--- src/rtl/vga_axis_timer_pkg.sv ---
// -----------------------------------------------------------------------------
// vga_axis_timer_pkg
// Shared definitions for the VGA axis timing generator:
//   - phase_t     : the four phases one axis walks through each line/frame
//   - VGA_H_* / VGA_V_* : 800x600@60 horizontal and vertical timing, in pixels
//                   and lines, for users that build a raster from two axes
//   - clamp_geom  : maps a requested length onto the legal range 1..max
// -----------------------------------------------------------------------------
package vga_axis_timer_pkg;

    typedef enum logic [1:0] {
        PH_ACTIVE = 2'd0,
        PH_FRONT  = 2'd1,
        PH_SYNC   = 2'd2,
        PH_BACK   = 2'd3
    } phase_t;

    // 800x600@60 (40 MHz pixel clock) reference timing.
    localparam int VGA_H_ACTIVE = 800;
    localparam int VGA_H_FRONT  = 40;
    localparam int VGA_H_SYNC   = 128;
    localparam int VGA_H_BACK   = 88;
    localparam int VGA_V_ACTIVE = 600;
    localparam int VGA_V_FRONT  = 1;
    localparam int VGA_V_SYNC   = 4;
    localparam int VGA_V_BACK   = 23;

    // A zero length would make a phase last forever, so it becomes 1;
    // anything above the configured maximum saturates at the maximum.
    function automatic int unsigned clamp_geom(input int unsigned v,
                                               input int unsigned max_v);
        if (v == 32'd0) begin
            return 32'd1;
        end else if (v > max_v) begin
            return max_v;
        end else begin
            return v;
        end
    endfunction

endpackage

--- src/rtl/vga_axis_shadow.sv ---
// -----------------------------------------------------------------------------
// vga_axis_shadow
// Holds the live geometry used by the axis counter plus a pending copy.
// A load clamps the requested values into the pending copy; the pending copy
// becomes live only when i_commit (the axis carry) fires, i.e. exactly at the
// line/frame wrap, so the live geometry never changes mid-frame.
// Ports:
//   clk, reset_low          clock, asynchronous active-low reset
//   i_cfg_load              capture i_cfg_* (clamped) into the pending copy
//   i_cfg_blocks/pixels/front/sync/back   requested geometry
//   i_commit                wrap strobe; promotes pending to live if loaded
//   o_live_*                geometry currently in use
//   o_cfg_pending           pending copy loaded but not yet committed
// -----------------------------------------------------------------------------
module vga_axis_shadow
    import vga_axis_timer_pkg::*;
#(
    parameter int BLOCKS_MAX = 80,
    parameter int PIXELS_MAX = 10,
    parameter int PORCH_MAX  = 1023,
    parameter int DEF_BLOCKS = 80,
    parameter int DEF_PIXELS = 10,
    parameter int DEF_FRONT  = 210,
    parameter int DEF_SYNC   = 1,
    parameter int DEF_BACK   = 45,
    localparam int BCW = $clog2(BLOCKS_MAX) + 1,
    localparam int PCW = $clog2(PIXELS_MAX) + 1,
    localparam int QW  = $clog2(PORCH_MAX + 1)
)(
    input  logic           clk,
    input  logic           reset_low,
    input  logic           i_cfg_load,
    input  logic [BCW-1:0] i_cfg_blocks,
    input  logic [PCW-1:0] i_cfg_pixels,
    input  logic [QW-1:0]  i_cfg_front,
    input  logic [QW-1:0]  i_cfg_sync,
    input  logic [QW-1:0]  i_cfg_back,
    input  logic           i_commit,
    output logic [BCW-1:0] o_live_blocks,
    output logic [PCW-1:0] o_live_pixels,
    output logic [QW-1:0]  o_live_front,
    output logic [QW-1:0]  o_live_sync,
    output logic [QW-1:0]  o_live_back,
    output logic           o_cfg_pending
);

    logic [BCW-1:0] w_blocks;
    logic [PCW-1:0] w_pixels;
    logic [QW-1:0]  w_front;
    logic [QW-1:0]  w_sync;
    logic [QW-1:0]  w_back;

    logic [BCW-1:0] r_pend_blocks;
    logic [PCW-1:0] r_pend_pixels;
    logic [QW-1:0]  r_pend_front;
    logic [QW-1:0]  r_pend_sync;
    logic [QW-1:0]  r_pend_back;
    logic           r_pending;

    logic [BCW-1:0] r_live_blocks;
    logic [PCW-1:0] r_live_pixels;
    logic [QW-1:0]  r_live_front;
    logic [QW-1:0]  r_live_sync;
    logic [QW-1:0]  r_live_back;

    // Clamp the requested geometry before it is captured.
    always_comb begin
        w_blocks = BCW'(clamp_geom(32'(i_cfg_blocks), BLOCKS_MAX));
        w_pixels = PCW'(clamp_geom(32'(i_cfg_pixels), PIXELS_MAX));
        w_front  = QW'(clamp_geom(32'(i_cfg_front), PORCH_MAX));
        w_sync   = QW'(clamp_geom(32'(i_cfg_sync), PORCH_MAX));
        w_back   = QW'(clamp_geom(32'(i_cfg_back), PORCH_MAX));
    end

    // Pending and live registers. Commit reads the old pending copy, so a
    // load on the same edge is captured for the following wrap instead.
    always_ff @(posedge clk or negedge reset_low) begin
        if (!reset_low) begin
            r_pend_blocks <= BCW'(DEF_BLOCKS);
            r_pend_pixels <= PCW'(DEF_PIXELS);
            r_pend_front  <= QW'(DEF_FRONT);
            r_pend_sync   <= QW'(DEF_SYNC);
            r_pend_back   <= QW'(DEF_BACK);
            r_pending     <= 1'b0;
            r_live_blocks <= BCW'(DEF_BLOCKS);
            r_live_pixels <= PCW'(DEF_PIXELS);
            r_live_front  <= QW'(DEF_FRONT);
            r_live_sync   <= QW'(DEF_SYNC);
            r_live_back   <= QW'(DEF_BACK);
        end else begin
            if (i_commit && r_pending) begin
                r_live_blocks <= r_pend_blocks;
                r_live_pixels <= r_pend_pixels;
                r_live_front  <= r_pend_front;
                r_live_sync   <= r_pend_sync;
                r_live_back   <= r_pend_back;
            end
            if (i_cfg_load) begin
                r_pend_blocks <= w_blocks;
                r_pend_pixels <= w_pixels;
                r_pend_front  <= w_front;
                r_pend_sync   <= w_sync;
                r_pend_back   <= w_back;
                r_pending     <= 1'b1;
            end else if (i_commit) begin
                r_pending     <= 1'b0;
            end
        end
    end

    assign o_live_blocks = r_live_blocks;
    assign o_live_pixels = r_live_pixels;
    assign o_live_front  = r_live_front;
    assign o_live_sync   = r_live_sync;
    assign o_live_back   = r_live_back;
    assign o_cfg_pending = r_pending;

endmodule

--- src/rtl/vga_axis_timer.sv ---
// -----------------------------------------------------------------------------
// vga_axis_timer
// Timing generator for one VGA axis. Each increment advances one position
// through ACTIVE (blocks x pixels) -> FRONT -> SYNC -> BACK; carry marks the
// last BACK position so a second instance can count lines from it.
// Ports:
//   clk, reset_low        clock, asynchronous active-low reset
//   increment             advance one position (clock enable / previous carry)
//   cfg_load, cfg_*       request new geometry (applied at the next wrap)
//   cfg_pending           request captured, not yet applied
//   carry                 increment on the final BACK position (combinational)
//   active                registered, high throughout ACTIVE
//   start                 active at block 0 / pixel 0
//   sync                  sync pulse, polarity set by SYNC_ACTIVE_LOW
//   block, pixel          position inside the active span
// -----------------------------------------------------------------------------
module vga_axis_timer
    import vga_axis_timer_pkg::*;
#(
    parameter int BLOCKS_MAX      = 80,
    parameter int PIXELS_MAX      = 10,
    parameter int PORCH_MAX       = 1023,
    parameter bit SYNC_ACTIVE_LOW = 1'b1,
    parameter int DEF_BLOCKS      = 80,
    parameter int DEF_PIXELS      = 10,
    parameter int DEF_FRONT       = 210,
    parameter int DEF_SYNC        = 1,
    parameter int DEF_BACK        = 45,
    localparam int BW = $clog2(BLOCKS_MAX),
    localparam int PW = $clog2(PIXELS_MAX),
    localparam int QW = $clog2(PORCH_MAX + 1)
)(
    input  logic          clk,
    input  logic          reset_low,
    input  logic          increment,
    input  logic          cfg_load,
    input  logic [BW:0]   cfg_blocks,
    input  logic [PW:0]   cfg_pixels,
    input  logic [QW-1:0] cfg_front,
    input  logic [QW-1:0] cfg_sync,
    input  logic [QW-1:0] cfg_back,
    output logic          cfg_pending,
    output logic          carry,
    output logic          active,
    output logic          start,
    output logic          sync,
    output logic [BW-1:0] block,
    output logic [PW-1:0] pixel
);

    localparam logic [BW:0]   BCW_ONE = (BW + 1)'(1'b1);
    localparam logic [PW:0]   PCW_ONE = (PW + 1)'(1'b1);
    localparam logic [BW-1:0] BLK_ONE = BW'(1'b1);
    localparam logic [PW-1:0] PIX_ONE = PW'(1'b1);
    localparam logic [QW-1:0] Q_ONE   = QW'(1'b1);

    logic [BW:0]   w_live_blocks;
    logic [PW:0]   w_live_pixels;
    logic [QW-1:0] w_live_front;
    logic [QW-1:0] w_live_sync;
    logic [QW-1:0] w_live_back;
    logic [QW-1:0] w_len;
    logic          w_cnt_last;
    logic          w_pix_last;
    logic          w_blk_last;
    logic          w_carry;

    phase_t        r_phase;
    logic [QW-1:0] r_count;
    logic [BW-1:0] r_block;
    logic [PW-1:0] r_pixel;
    logic          r_active;

    vga_axis_shadow #(
        .BLOCKS_MAX (BLOCKS_MAX),
        .PIXELS_MAX (PIXELS_MAX),
        .PORCH_MAX  (PORCH_MAX),
        .DEF_BLOCKS (DEF_BLOCKS),
        .DEF_PIXELS (DEF_PIXELS),
        .DEF_FRONT  (DEF_FRONT),
        .DEF_SYNC   (DEF_SYNC),
        .DEF_BACK   (DEF_BACK)
    ) u_shadow (
        .clk           (clk),
        .reset_low     (reset_low),
        .i_cfg_load    (cfg_load),
        .i_cfg_blocks  (cfg_blocks),
        .i_cfg_pixels  (cfg_pixels),
        .i_cfg_front   (cfg_front),
        .i_cfg_sync    (cfg_sync),
        .i_cfg_back    (cfg_back),
        .i_commit      (w_carry),
        .o_live_blocks (w_live_blocks),
        .o_live_pixels (w_live_pixels),
        .o_live_front  (w_live_front),
        .o_live_sync   (w_live_sync),
        .o_live_back   (w_live_back),
        .o_cfg_pending (cfg_pending)
    );

    // Length of the porch/sync phase currently being counted.
    always_comb begin
        case (r_phase)
            PH_FRONT: w_len = w_live_front;
            PH_SYNC:  w_len = w_live_sync;
            PH_BACK:  w_len = w_live_back;
            default:  w_len = w_live_back;
        endcase
    end

    assign w_cnt_last = (r_count == (w_len - Q_ONE));
    assign w_pix_last = ({1'b0, r_pixel} == (w_live_pixels - PCW_ONE));
    assign w_blk_last = ({1'b0, r_block} == (w_live_blocks - BCW_ONE));
    assign w_carry    = increment & (r_phase == PH_BACK) &
                        (r_count == (w_live_back - Q_ONE));

    // Position counter FSM; increment low freezes everything.
    always_ff @(posedge clk or negedge reset_low) begin
        if (!reset_low) begin
            r_phase  <= PH_FRONT;
            r_count  <= '0;
            r_block  <= '0;
            r_pixel  <= '0;
            r_active <= 1'b0;
        end else if (increment) begin
            case (r_phase)
                PH_ACTIVE: begin
                    if (w_pix_last) begin
                        r_pixel <= '0;
                        if (w_blk_last) begin
                            r_phase  <= PH_FRONT;
                            r_count  <= '0;
                            r_block  <= '0;
                            r_active <= 1'b0;
                        end else begin
                            r_block <= r_block + BLK_ONE;
                        end
                    end else begin
                        r_pixel <= r_pixel + PIX_ONE;
                    end
                end
                PH_FRONT: begin
                    if (w_cnt_last) begin
                        r_phase <= PH_SYNC;
                        r_count <= '0;
                    end else begin
                        r_count <= r_count + Q_ONE;
                    end
                end
                PH_SYNC: begin
                    if (w_cnt_last) begin
                        r_phase <= PH_BACK;
                        r_count <= '0;
                    end else begin
                        r_count <= r_count + Q_ONE;
                    end
                end
                default: begin
                    if (w_cnt_last) begin
                        r_phase  <= PH_ACTIVE;
                        r_count  <= '0;
                        r_block  <= '0;
                        r_pixel  <= '0;
                        r_active <= 1'b1;
                    end else begin
                        r_count <= r_count + Q_ONE;
                    end
                end
            endcase
        end
    end

    assign carry  = w_carry;
    assign active = r_active;
    assign block  = r_block;
    assign pixel  = r_pixel;
    assign start  = r_active & (r_block == {BW{1'b0}}) & (r_pixel == {PW{1'b0}});
    assign sync   = (r_phase == PH_SYNC) ^ SYNC_ACTIVE_LOW;

endmodule
--- config.mk ---
export PLATFORM = sky130hd
export DESIGN_NAME = vga_axis_timer
export DESIGN_NICKNAME = d
export VERILOG_FILES = /design/src/rtl/vga_axis_timer_pkg.sv /design/src/rtl/vga_axis_shadow.sv /design/src/rtl/vga_axis_timer.sv
export SDC_FILE = /design/constraint.sdc
export NUM_CORES = 1
export LEC_CHECK = 0
export ABC_AREA = 1
export ABC_CLOCK_PERIOD_IN_PS = 5620
export CORE_MARGIN = 2
export CORE_UTILIZATION = 55
export DETAILED_ROUTE_END_ITERATION = 10
export PLACE_DENSITY = 0.77
export SLEW_MARGIN = 20
export SYNTH_ARGS = -nofsm -noshare
export SYNTH_HDL_FRONTEND = slang
export SYNTH_SLANG_ARGS = --single-unit
--- constraint.sdc ---
create_clock -name clk -period 5.62 [get_ports clk]
set_clock_uncertainty 0.05 [all_clocks]
set_input_delay 1.124 -clock clk [delete_from_list [all_inputs] [get_ports clk]]
set_output_delay 1.124 -clock clk [all_outputs]
set_load 0.02 [all_outputs]
==> impl_metrics.toml <==
[run_status]
status = "complete, no violations"

[critical_path]
critPathLaunch = "increment"
r2r_slack_ps = 1990
cp-end-kind = "output port"
crit_arrival_ps = 3390
r2r_start = "r_phase[0]$_DFFE_PN1P_"
cp_max_fo = 4
cp.required_ps = 4450
critical_path_class = "in -> out"
start_kind = "input pin"

[sta]
setup_viol = 0
timing.setup.tns_ps = 0
holdWs_ps = 427.1
post-route-period-util_pct = 81.20
hold_viol = 0
rsz0062_at_grt = "no"
relSlewSlack_pct = 31.52
fmax_mhz = 219.1
report.final.slew_viol_count = 0
worst_slew_pin_slew_ps = 1024
min_period_ps = 4564

[detailed_routing]
via_count = 5287
via_per_inst = 5.204
drt_iter0_drc = 345
wl_per_cell_um = 13.65
dr.pass1.iters = 5
wl_um = 13870
ant_nets = 0
drc = 0

[logic_synthesis]
synth_edf_count = 0
ys_types = 41
async_flop_share_pct = 100.0
synth_area_um2 = 6259
ys_seq_elements = 111
ys_seq_area_share_pct = 44.92
synth_area_per_cell_um2 = 7.642
yosys_warnings = 0
synthFlopType = "dfrtp_1"
syn_inst = 819
synth_nets = 879

[clock_tree]
cts.sinks = 111
cts_resized = 0
clk_latency_ps = 350
h-tree-depth = 3
cts.reportedPaths.clkPinSlew_ps = 70
cts_made_buffers = 9
clock_path_buffers = 2
postCtsHoldBufs = 0
cts-root-buf = "clkbuf_16"
cts_tree = "yes"
post_cts_buffers = 0

[die]
pin_count = 63
start_util_pct = 56.98
die_area_um2 = 12250
die_w_um = 110.7
die_y_um = 110.7
row_count = 38
core_area_um2 = 10980

[run]
cap_violations = 0

[global_routing]
grt_pass1_vias = 5154
grt_overflow_total = 0
antenna_found_initial = 0
grt_pass1_wl_um = 23830
grt_max_degree = 76
track_usage_pct = 23.51

[final_layout]
drive_gt1_share_pct = 10.39
nets = 931
antenna_cells = 0
syn2layout_area_growth_pct = 15.95

[pwr]
peakVddDrop_mv = 0.3425
p_leak_nw = 3.504
powerDensity_nw_per_um2 = 349.1
power_mw = 2.534

[placed_design]
place_congestion = 0.9992
post-dp-hpwl_um = 10640
io_buffers = 62

[hold_path]
hp-class = "reg -> reg"
worstHoldStart = "u_shadow.o_live_front[6]$_DFFE_PN1P_"
==> final timing paths <==
kind                                                    endpoint  cells past startpoint
setup / recovery                                           carry                     10
hold reg to reg             u_shadow.o_live_front[6]$_DFFE_PN1P_                      2
max in group asynchronous    u_shadow.o_live_back[4]$_DFFE_PN0P_                      2
hold / removal              u_shadow.o_live_front[6]$_DFFE_PN1P_                      2
min in group asynchronous  u_shadow.r_pend_blocks[5]$_DFFE_PN0P_                      1
setup reg to reg                            block[2]$_DFFE_PN0P_                     16
==> where the power goes <==
group / total (mW) / switching [mW] / internal [mW]
combinational: 0.926 / 0.602 / 0.324
clock: 0.666 / 0.302 / 0.365
sequential: 0.941 / 0.0724 / 0.869
==> registers in the layout (all words and copies together) (netlist names) <==
signal	cells
active	1
r_count	10
u_shadow.r_pend_sync	10
u_shadow.o_live_pixels	5
pixel	4
r_phase	2
u_shadow.o_live_front	10
u_shadow.r_pend_blocks	8
u_shadow.r_pend_pixels	5
u_shadow.o_live_back	10
u_shadow.o_live_sync	10
block	7
u_shadow.r_pend_back	10
u_shadow.o_cfg_pending	1
u_shadow.o_live_blocks	8
u_shadow.r_pend_front	10
==> stage by stage <==
| step | std cells | instance area [um^2] | utilization, % | setup slack [ps] |
|---|---|---|---|---|
| global route | 1016 | 7257 | 66.07 | 876.3 |
| finish | 1016 | 7257 | 66.07 | 1056 |
| detailed placement | 1000 | 6945 | 63.24 | 1050 |
| CTS | 1016 | 7257 | 66.07 | 1043 |
| floorplan | 819 | 6259 | - | 2306 |
| global placement | 1000 | 6945 | 63.24 | 1066 |
==> layout by cell type, fill, tap and decap left out, types with 19 or more instances in the layout <==
cell type and n:
nand2_1 225, inv_1 112, dfrtp_1 84, nand3_1 71
o21ai_0 63, clkdlybuf4s50_1 60, nor2_1 43, o21ai_1 33
dfstp_2 27, xor2_1 19
==> cells by family after synthesis <==
kind of cell | Yosys count | share of synthesized area [%]
xor+xnor | 27 | 3.779
simple gates | 405 | 29.29
flops | 111 | 44.92
fa+ha+maj | 13 | 2.599
buf+inv | 143 | 9.176
compound gates | 120 | 10.24
==> worst max-delay path, stage by stage <==
cell             delay (ps)
clkdlybuf4s50_1         510
nand3_1                 100
nor3_1                  130
nand3_1                  90
nor2_1                  140
nand2_1                  70
nor3_1                  200
nand2_1                 100
nor2_1                  260
clkdlybuf4s50_1         670
==> routing by layer <==
| metal | vias up | GRT usage (%) | part of all wire [%] |
|---|---|---|---|
| met5 | - | 0 | 0 |
| met4 | 0 | 5.083 | 0.81 |
| met3 | 11 | 5.850 | 5.1 |
| met2 | 101 | 37.46 | 47 |
| met1 | 2461 | 32.81 | 48 |
| li1 | 2714 | - | - |
==> layout make-up <==
cell class              instances  area [um^2]
fillers                       943         3726
multi-input cells             565         2873
flip-flops and latches        111         2811
repair buffers                 66        643.1
inverters                     118        442.9
clock buffers                  10        239.0
well taps                     140        175.2
clock inverters                 6        72.57
==> cells in the mapped netlist (all sizes together), types with 2 or more instances <==
master	n	area share, %
a21oi	11	0.88
buf	15	1.5
clkbuf	10	0.60
dfrtp	84	34
dfstp	27	11
ha	13	2.6
inv	117	7.0
nand2	240	15
nand3	75	6.6
nand3b	4	0.54
nand4	11	1.1
nor2	49	3.4
nor3	14	1.3
nor4	7	0.70
o21ai	103	8.7
o22ai	2	0.20
or2	2	0.20
xnor2	8	1.1
xor2	19	2.7
Note: power is estimated with default switching activity, not from simulation.
